$ cat src/rtl/cswap_pkg.sv
// Shared definitions for the controlled-swap sort sequencer: FSM encoding,
// swap counter width and the fixed RUN-cycle count for a given bank depth.
package cswap_pkg;

  typedef enum logic [1:0] {
    IDLE = 2'd0,
    RUN  = 2'd1,
    DONE = 2'd2
  } state_t;

  localparam int SWAP_CNT_W = 16;

  // Full-length sort: N/2 even phases of N/2 pairs plus N/2 odd phases of N/2-1 pairs.
  function automatic int run_cycles(input int n);
    return (n / 2) * (n / 2) + (n / 2) * (n / 2 - 1);
  endfunction

endpackage

$ cat src/rtl/cswap_lane.sv
// W-bit Fredkin lane: ctl passes through, b/c exchange when ctl is set.
module cswap_lane #(
  parameter int W = 8
) (
  input  logic         ctl,
  input  logic [W-1:0] b,
  input  logic [W-1:0] c,
  output logic         ctl_o,
  output logic [W-1:0] b_o,
  output logic [W-1:0] c_o
);

  assign ctl_o = ctl;
  assign b_o   = (b & ~{W{ctl}}) | (c & {W{ctl}});
  assign c_o   = (c & ~{W{ctl}}) | (b & {W{ctl}});

endmodule

$ cat src/rtl/cswap_sort_ctrl.sv
// Odd-even transposition sort over an N-entry bank through one shared cswap lane.
// Optional early exit on a swap-free even/odd phase pair: define CSWAP_EARLY_EXIT_EN.
//
// state | meaning
// IDLE  | bank loadable, waiting for start
// RUN   | one adjacent pair compared/swapped per cycle
// DONE  | one-cycle done pulse, bank loadable
module cswap_sort_ctrl
  import cswap_pkg::*;
#(
  parameter int W  = 8,
  parameter int N  = 8,
  parameter int IW = $clog2(N)
) (
  input  logic                  clk,
  input  logic                  reset,
  input  logic                  start,
  input  logic                  load_en,
  input  logic [IW-1:0]         load_idx,
  input  logic [W-1:0]          load_data,
  input  logic [IW-1:0]         rd_idx,
  output logic [W-1:0]          rd_data,
  output logic                  busy,
  output logic                  done,
  output logic [SWAP_CNT_W-1:0] swap_count
);

  if ((N < 2) || (N % 2 != 0)) begin : g_bad_n
    $error("cswap_sort_ctrl: N must be even and >= 2");
  end

  localparam logic [IW-1:0] LAST_EVEN  = IW'(N / 2 - 1);
  localparam logic [IW-1:0] LAST_ODD   = IW'(N / 2 - 2);
  // N=2 has an empty odd phase, so the single even phase finishes the sort.
  localparam logic [IW-1:0] LAST_PHASE = (N == 2) ? '0 : IW'(N - 1);

  state_t                  state_q, state_d;
  logic [IW-1:0]           phase_q, phase_d;
  logic [IW-1:0]           pair_q, pair_d;
  logic [W-1:0]            bank_q [N];
  logic [W-1:0]            bank_d [N];
  logic [SWAP_CNT_W-1:0]   swap_cnt_q, swap_cnt_d;
  logic [W-1:0]            rd_data_q;

  logic [IW-1:0]           lo_idx, hi_idx, last_pair;
  logic [W-1:0]            lane_b, lane_c;
  logic                    swap;

  assign lo_idx    = (pair_q << 1) | IW'(phase_q[0]);
  assign hi_idx    = lo_idx + IW'(1);
  assign last_pair = phase_q[0] ? LAST_ODD : LAST_EVEN;

  cswap_lane #(.W(W)) u_lane (
    .ctl   (bank_q[lo_idx] > bank_q[hi_idx]),
    .b     (bank_q[lo_idx]),
    .c     (bank_q[hi_idx]),
    .ctl_o (swap),
    .b_o   (lane_b),
    .c_o   (lane_c)
  );

`ifdef CSWAP_EARLY_EXIT_EN
  logic flag_q, flag_d;

  always_comb begin
    flag_d = 1'b0;
    if (state_q == RUN) begin
      flag_d = (!phase_q[0] && (pair_q == '0)) ? swap : (flag_q | swap);
    end
  end

  always_ff @(posedge clk or posedge reset) begin
    if (reset) flag_q <= 1'b0;
    else       flag_q <= flag_d;
  end
`endif

  always_ff @(posedge clk or posedge reset) begin
    if (reset) begin
      state_q <= IDLE;
      phase_q <= '0;
      pair_q  <= '0;
    end else begin
      state_q <= state_d;
      phase_q <= phase_d;
      pair_q  <= pair_d;
    end
  end

  always_comb begin
    state_d = state_q;
    phase_d = phase_q;
    pair_d  = pair_q;
    unique case (state_q)
      IDLE: begin
        if (start) begin
          state_d = RUN;
          phase_d = '0;
          pair_d  = '0;
        end
      end
      RUN: begin
        if (pair_q == last_pair) begin
          pair_d  = '0;
          phase_d = phase_q + IW'(1);
          if (phase_q == LAST_PHASE) state_d = DONE;
`ifdef CSWAP_EARLY_EXIT_EN
          if (phase_q[0] && !(flag_q || swap)) state_d = DONE;
`endif
        end else begin
          pair_d = pair_q + IW'(1);
        end
      end
      DONE:    state_d = IDLE;
      default: state_d = IDLE;
    endcase
  end

  always_comb begin
    busy = (state_q == RUN);
    done = (state_q == DONE);
  end

  // Load lands before the first RUN read, so a same-edge load/start is sorted.
  always_comb begin
    bank_d     = bank_q;
    swap_cnt_d = swap_cnt_q;
    if ((state_q != RUN) && load_en) bank_d[load_idx] = load_data;
    if ((state_q == IDLE) && start) swap_cnt_d = '0;
    if (state_q == RUN) begin
      bank_d[lo_idx] = lane_b;
      bank_d[hi_idx] = lane_c;
      if (swap && (swap_cnt_q != '1)) swap_cnt_d = swap_cnt_q + 1'b1;
    end
  end

  always_ff @(posedge clk or posedge reset) begin
    if (reset) begin
      bank_q     <= '{default: '0};
      swap_cnt_q <= '0;
      rd_data_q  <= '0;
    end else begin
      bank_q     <= bank_d;
      swap_cnt_q <= swap_cnt_d;
      rd_data_q  <= bank_q[rd_idx];
    end
  end

  assign rd_data    = rd_data_q;
  assign swap_count = swap_cnt_q;

endmodule

$ cat config.mk
export PLATFORM = sky130hd
export DESIGN_NAME = cswap_sort_ctrl
export DESIGN_NICKNAME = d
export VERILOG_FILES = /design/src/rtl/cswap_pkg.sv /design/src/rtl/cswap_lane.sv /design/src/rtl/cswap_sort_ctrl.sv
export SDC_FILE = /design/constraint.sdc
export NUM_CORES = 1
export LEC_CHECK = 0
export ABC_AREA = 1
export CORE_ASPECT_RATIO = 0.5
export CORE_MARGIN = 5
export CORE_UTILIZATION = 40
export DETAILED_ROUTE_END_ITERATION = 8
export HOLD_SLACK_MARGIN = 0.1
export PLACE_DENSITY = 0.6
export SYNTH_ARGS = -nofsm -noshare
export SYNTH_HDL_FRONTEND = slang
export SYNTH_SLANG_ARGS = --single-unit
$ cat constraint.sdc
create_clock -name clk -period 2.8 [get_ports clk]
set_input_delay 0.56 -clock clk [delete_from_list [all_inputs] [get_ports clk]]
set_output_delay 0.56 -clock clk [all_outputs]
set_load 0.005 [all_outputs]
# Word level (Yosys, flattened, before mapping)
# Cells that the tools add are included.
[word_totals] in_bits=18 elab_cells=90 regBits=96
[op_classes] n_addsub=4 magnitude_cmp=8 bitwise_logic=12 reduce_logical=11 eq_ne=9 n_mux=33
[ops] op="64-bit bitwise mux" n=3
[ops] op="64-bit two-way mux" n=2
[ops] op="8-bit binary-select mux with 3-bit select" n=3
[ops] op="8-bit demux with 3-bit select" n=3
[ops] op="8-bit two-way mux" n=9
[ops] op="16-bit two-way mux" n=3
[ops] op="8-bit AND" n=4
[ops] op="16-bit by 1-bit adder with 16-bit output, second input constant" n=1
[ops] op="4-bit greater-or-equal comparator, second input constant" n=4
[ops] op="16-bit inequality test, second input constant" n=1
[ops] op="3-bit NOT with 4-bit output" n=4
[ops] op="8-bit OR" n=2
[ops] op="4-bit by 1-bit less-than comparator with 1-bit output, second input constant" n=3
[ops] op="3-bit case mux with 2 select lines" n=2
[ops] op="3-bit by 1-bit adder with 3-bit output, second input constant" n=3
[ops] op="3-bit two-way mux" n=3
[ops] op="8-bit greater-than comparator" n=1
[ops] op="8-bit NOT" n=1
[ops] op="1-bit logical AND" n=6
[ops] op="2-bit two-way mux" n=3
[ops] op="2-bit by 1-bit inequality test with 1-bit output, second input constant" n=3
[ops] op="3-bit AND reduction" n=2
[ops] op="2-bit case mux with 2 select lines" n=1
[ops] op="3-bit by 2-bit == test with 1-bit output" n=1
[ops] op="9 further kinds" n=9

# Depth between registers and ports, before layout
[logic_depth] depth_word=13 mapped_depth=24 depth_no_buf=23

# By module
# Synthesis repeated with hierarchy kept, for this count alone.
[unflattened] hier_cells=1321 area_unflattened_um2=8197.9
[modules_own_cells] module="cswap_sort_ctrl" n_inst=1 area_per_inst_um2=7906.3 seq_area_each_um2=2402.3 cells_each=1268
[modules_own_cells] module="cswap_lane" n_inst=1 area_per_inst_um2=291.5 seq_area_each_um2=0.0 cells_each=53

# Worst setup path after synthesis
# Ideal clock, no wire load.
[synth_path] kind="register to register" start="reg phase_q[0]" end="reg swap_cnt_q[13], in the netlist swap_count[13]" setup_time_ns=0.113 setup_slack_ns=-0.038 path_stages_with_launch=21 n_path_buf=3 synth_period_minus_slack_ns=2.838 arrival_ns=2.725 cell_sequence="dfrtp_1 -> ha_1 -> buf_4 -> inv_4 -> buf_6 -> nand2_1 -> nand2_1 -> nand2_1 -> nand2_1 -> inv_1 -> ha_1 -> nand2_1 -> nor2_2 -> nand2_1 -> nand2_4 -> nand2_4 -> nor3_2 -> buf_2 -> nand3_1 -> nand2_1 -> inv_1"
[synth_via] elab_chain_len=10 elab_cells_between_ends=14 classes_between="add/sub (1); order compare (1); mux (8); bitwise (3); reduce/logical (1)"
[synth_rtl] item="from (decl)" line_no="cswap_sort_ctrl.sv:38" source="logic [IW-1:0] phase_q, phase_d;"
[synth_rtl] item="from (signal assigned)" line_no="cswap_sort_ctrl.sv:85" source="phase_q <= phase_d;"
[synth_rtl] item="3-bit by 1-bit OR with 3-bit output *" line_no="cswap_sort_ctrl.sv:49" source="assign lo_idx = (pair_q << 1) | IW'(phase_q[0]);"
[synth_rtl] item="3-bit by 1-bit adder with 3-bit output" line_no="cswap_sort_ctrl.sv:50" source="assign hi_idx = lo_idx + IW'(1);"
[synth_rtl] item="3-bit NOT with 4-bit output (implied by the code)" line_no="cswap_sort_ctrl.sv:54" source=".ctl (bank_q[lo_idx] > bank_q[hi_idx]),"
[synth_rtl] item="8-bit binary-select mux with 3-bit select" line_no="cswap_sort_ctrl.sv:54"
[synth_rtl] item="8-bit two-way mux (implied by the code) (2 in a row)" line_no="cswap_sort_ctrl.sv:54"
[synth_rtl] item="8-bit greater-than comparator *" line_no="cswap_sort_ctrl.sv:54"
[synth_rtl] item="1-bit logical AND *" line_no="cswap_sort_ctrl.sv:133" source="if (swap && (swap_cnt_q != '1)) swap_cnt_d = swap_cnt_q + 1'b1;"
[synth_rtl] item="16-bit two-way mux *" line_no="cswap_sort_ctrl.sv:133"
[synth_rtl] item="16-bit two-way mux *" line_no="cswap_sort_ctrl.sv:130" source="if (state_q == RUN) begin"
[synth_rtl] item="net swap_cnt_d[13]" line_no="cswap_sort_ctrl.sv:42" source="logic [SWAP_CNT_W-1:0] swap_cnt_q, swap_cnt_d;"
[synth_rtl] item="to (signal assigned)" line_no="cswap_sort_ctrl.sv:144" source="swap_cnt_q <= swap_cnt_d;"
[synth_rtl] item="to (decl)" line_no="cswap_sort_ctrl.sv:42"
# The timed path passes the listed nets; every way through them passes the cells marked *. The select of a mux whose other input is x is not followed.
# A chain may end at the register's enable or synchronous reset.

==> results.cfg <==
[detailed_routing]
drt-total-wl_um = 40500
ant_nets = 0
wl_per_cell_um = 22.1
dr_total_vias = 10704
drc_errors = 0
drt_iter0_drc = 1211
avgViaCountPerCell = 5.85
first_pass_iters = 6

[global_routing]
grt_pass1_wl_um = 57300
grt_use_met2 = 0.429
track_usage = 0.309
grt_use_met3 = 0.122
grt-ovfl-total = 0
use_met1 = 0.425
antenna_found_initial = 0
busiest_layer = met2
grt_pass1_vias = 9805
grt_max_degree = 53

[worst_setup_path]
r2r_setup_slack_ns = -0.24
worstPathMaxFanout = 6
r2r-start = phase_q[0]
required_ns = 3.05
timing.rr.end = bank_q[60]
critPathCaptureType = register
crit_arrival_ns = 3.29
path_class = reg -> reg
rr_worst_depth = 24
startpoint_type = register

[sta]
finalMaxSlewViolations = 0
worstMarginPinSlew_ns = 0.983
hold_ws_ns = 0.498
max-slew-margin-rel = 0.344
fin_worst_skew_ns = 0.00841
setup_viol = 80
hold_viol = 0
layout_setup_ws_ns = -0.244
grt_setup_unrepaired = yes
fin_crit_ns = 3.04
fmax_mhz = 328
finalCritPeriodShare = 1.09
tns_ns = -13.46

[run_status]
violations = setup timing
status = complete, but fails checks

[flow_run]
max_cap_viol_count = 0

[place]
hpwlAfterDp_um = 25800
routabilityCongestion = 0.999
io_buffers = 43

[finish]
layout_common_cells = nand2_1 (400), nor2_1 (137), inv_1 (119)
post_route_cells_drive_above_1_share = 0.320
area_delta_synth_final_pct = 47.3
regArea_mm2 = 0.00240
diodes = 0
finalNetCount = 1586
multi_input_area_mm2 = 0.00670
fillers = 1801
mostFrequentLayoutCell = nand2_1

[synthesis]
synth_edf_count = 0
yosys_warnings = 0
ys_types = 41
postSynthAreaPerCell_um2 = 5.99
seq_area_frac_synth = 0.285
async_reset_ff_frac = 1.00
synth_top_area_share = 0.285
yosysTopAreaCell = dfrtp_1
ys.flop_type = dfrtp_1
synth_nets = 1441
ys_ff_latch = 96
synth.area.top_cells = dfrtp_1 (29%), nand2_1 (24%), nand3_1 (9.3%)
synth_area_mm2 = 0.00843
synth_cells = 1407

[floorplan]
dieArea_mm2 = 0.0242
start_util = 0.408
core-area_mm2 = 0.0206
rows = 37
io_pins = 44
fp.dieH_um = 113
die_width_um = 215

[cts]
cts.sinks = 96
cts-buffers-inserted = 9
cts_tree = built
clk_pin_slew_ns = 0.07
cts_hold_buffers = 0
cts_root_buf = clkbuf_16
clockBufferDepth = 2
htree_levels = 3
clkLatencyLatePin_ns = 0.39

[hold_path]
min_path_type = in -> async
==> through the flow <==
step / area [um^2] / util / std cells / worst slack [ns]
3_3_place_gp: 9760 / 0.472 / 1768 / -0.123
3_5_place_dp: 9760 / 0.472 / 1768 / -0.173
6_report: 12400 / 0.601 / 1830 / -0.244
5_1_grt: 12400 / 0.601 / 1830 / -0.338
2_1_floorplan: 8440 / - / 1407 / -0.00961
4_1_cts: 11300 / 0.545 / 1807 / -0.0631
==> kinds of logic (layout without fill, tap and decap cells) <==
kind of cell / count (synthesis) / after routing / synth area share
flops: 96 / 96 / 0.285
fa+ha+maj: 16 / 16 / 0.0238
simple gates: 882 / 883 / 0.447
xor+xnor: 8 / 8 / 0.00832
compound gates: 207 / 207 / 0.134
buf+inv: 198 / 347 / 0.101
==> synth_stat cells, types with 2 or more instances <==
library cell,number
a21oi_1,137
a21oi_2,3
a221oi_1,8
a31oi_1,9
buf_2,18
buf_4,11
buf_6,6
clkbuf_1,22
clkinv_1,4
dfrtp_1,96
ha_1,16
inv_1,131
inv_2,4
nand2_1,531
nand2_2,14
nand2_4,2
nand3_1,156
nand3_2,14
nand4_1,3
nor2_1,138
nor2_2,5
nor2_4,5
nor3_1,6
nor3_2,3
o211ai_1,10
o21a_2,2
o21ai_0,32
o22ai_1,2
xor2_1,7
==> worst max path at each step <==
stage               startpoint  slack, ns  cells past startpoint          to
global route        phase_q[0]      -0.34                     21   bank_q[6]
global placement    phase_q[0]      -0.12                     23  bank_q[62]
floorplan           phase_q[0]      -0.01                     22  bank_q[46]
CTS                 phase_q[0]      -0.06                     21  bank_q[47]
finish              phase_q[0]      -0.24                     24  bank_q[60]
detailed placement  phase_q[0]      -0.17                     23  bank_q[62]
==> critical path, cell delays in order (launching register included) <==
cell and delay, ns:
dfrtp_2 0.45, clkinv_4 0.13, buf_12 0.15, buf_12 0.12
buf_16 0.14, buf_4 0.13, nand2_1 0.04, nand3_1 0.06
nand2_1 0.11, nand2_2 0.07, nand2_4 0.10, ha_4 0.21
nand2_1 0.06, nand2_1 0.06, nand2_2 0.07, nand2_2 0.06
nand2_4 0.09, nand2_8 0.09, buf_4 0.15, buf_6 0.12
nand3_4 0.09, buf_6 0.12, nand3_2 0.08, nand2_2 0.12
a21oi_2 0.06
==> state kept, by name, indices dropped and copies added (netlist names) <==
name,count
bank_q,64
pair_q,3
phase_q,3
rd_data,8
state_q,2
swap_count,16
==> timing repair <==
action,4_1_cts,5_1_grt
setup endpoints to repair,79,80
buffers inserted,16,20
cloned,8,6
pin swaps,47,150
resized for setup,190,238
==> cell type report <==
type | count | share of cell area
clock buffers | 11 | 0.0204
clock inverters | 5 | 0.00827
inverters | 140 | 0.0436
multi-input cells | 1114 | 0.540
flip-flops and latches | 96 | 0.194
well taps | 273 | 0.0275
repair buffers | 190 | 0.166
repair inverters | 1 | 0.000605
==> routing by layer <==
| metal | vias to the layer above | wire length (um) |
|---|---|---|
| met3 | 155 | 6020 |
| li1 | 4821 | - |
| met5 | - | 0 |
| met1 | 5004 | 16600 |
| met4 | 0 | 1770 |
| met2 | 724 | 16100 |
Power is not shown: default switching activity piles up to over one toggle a cycle in this logic, so the estimate is an artifact.
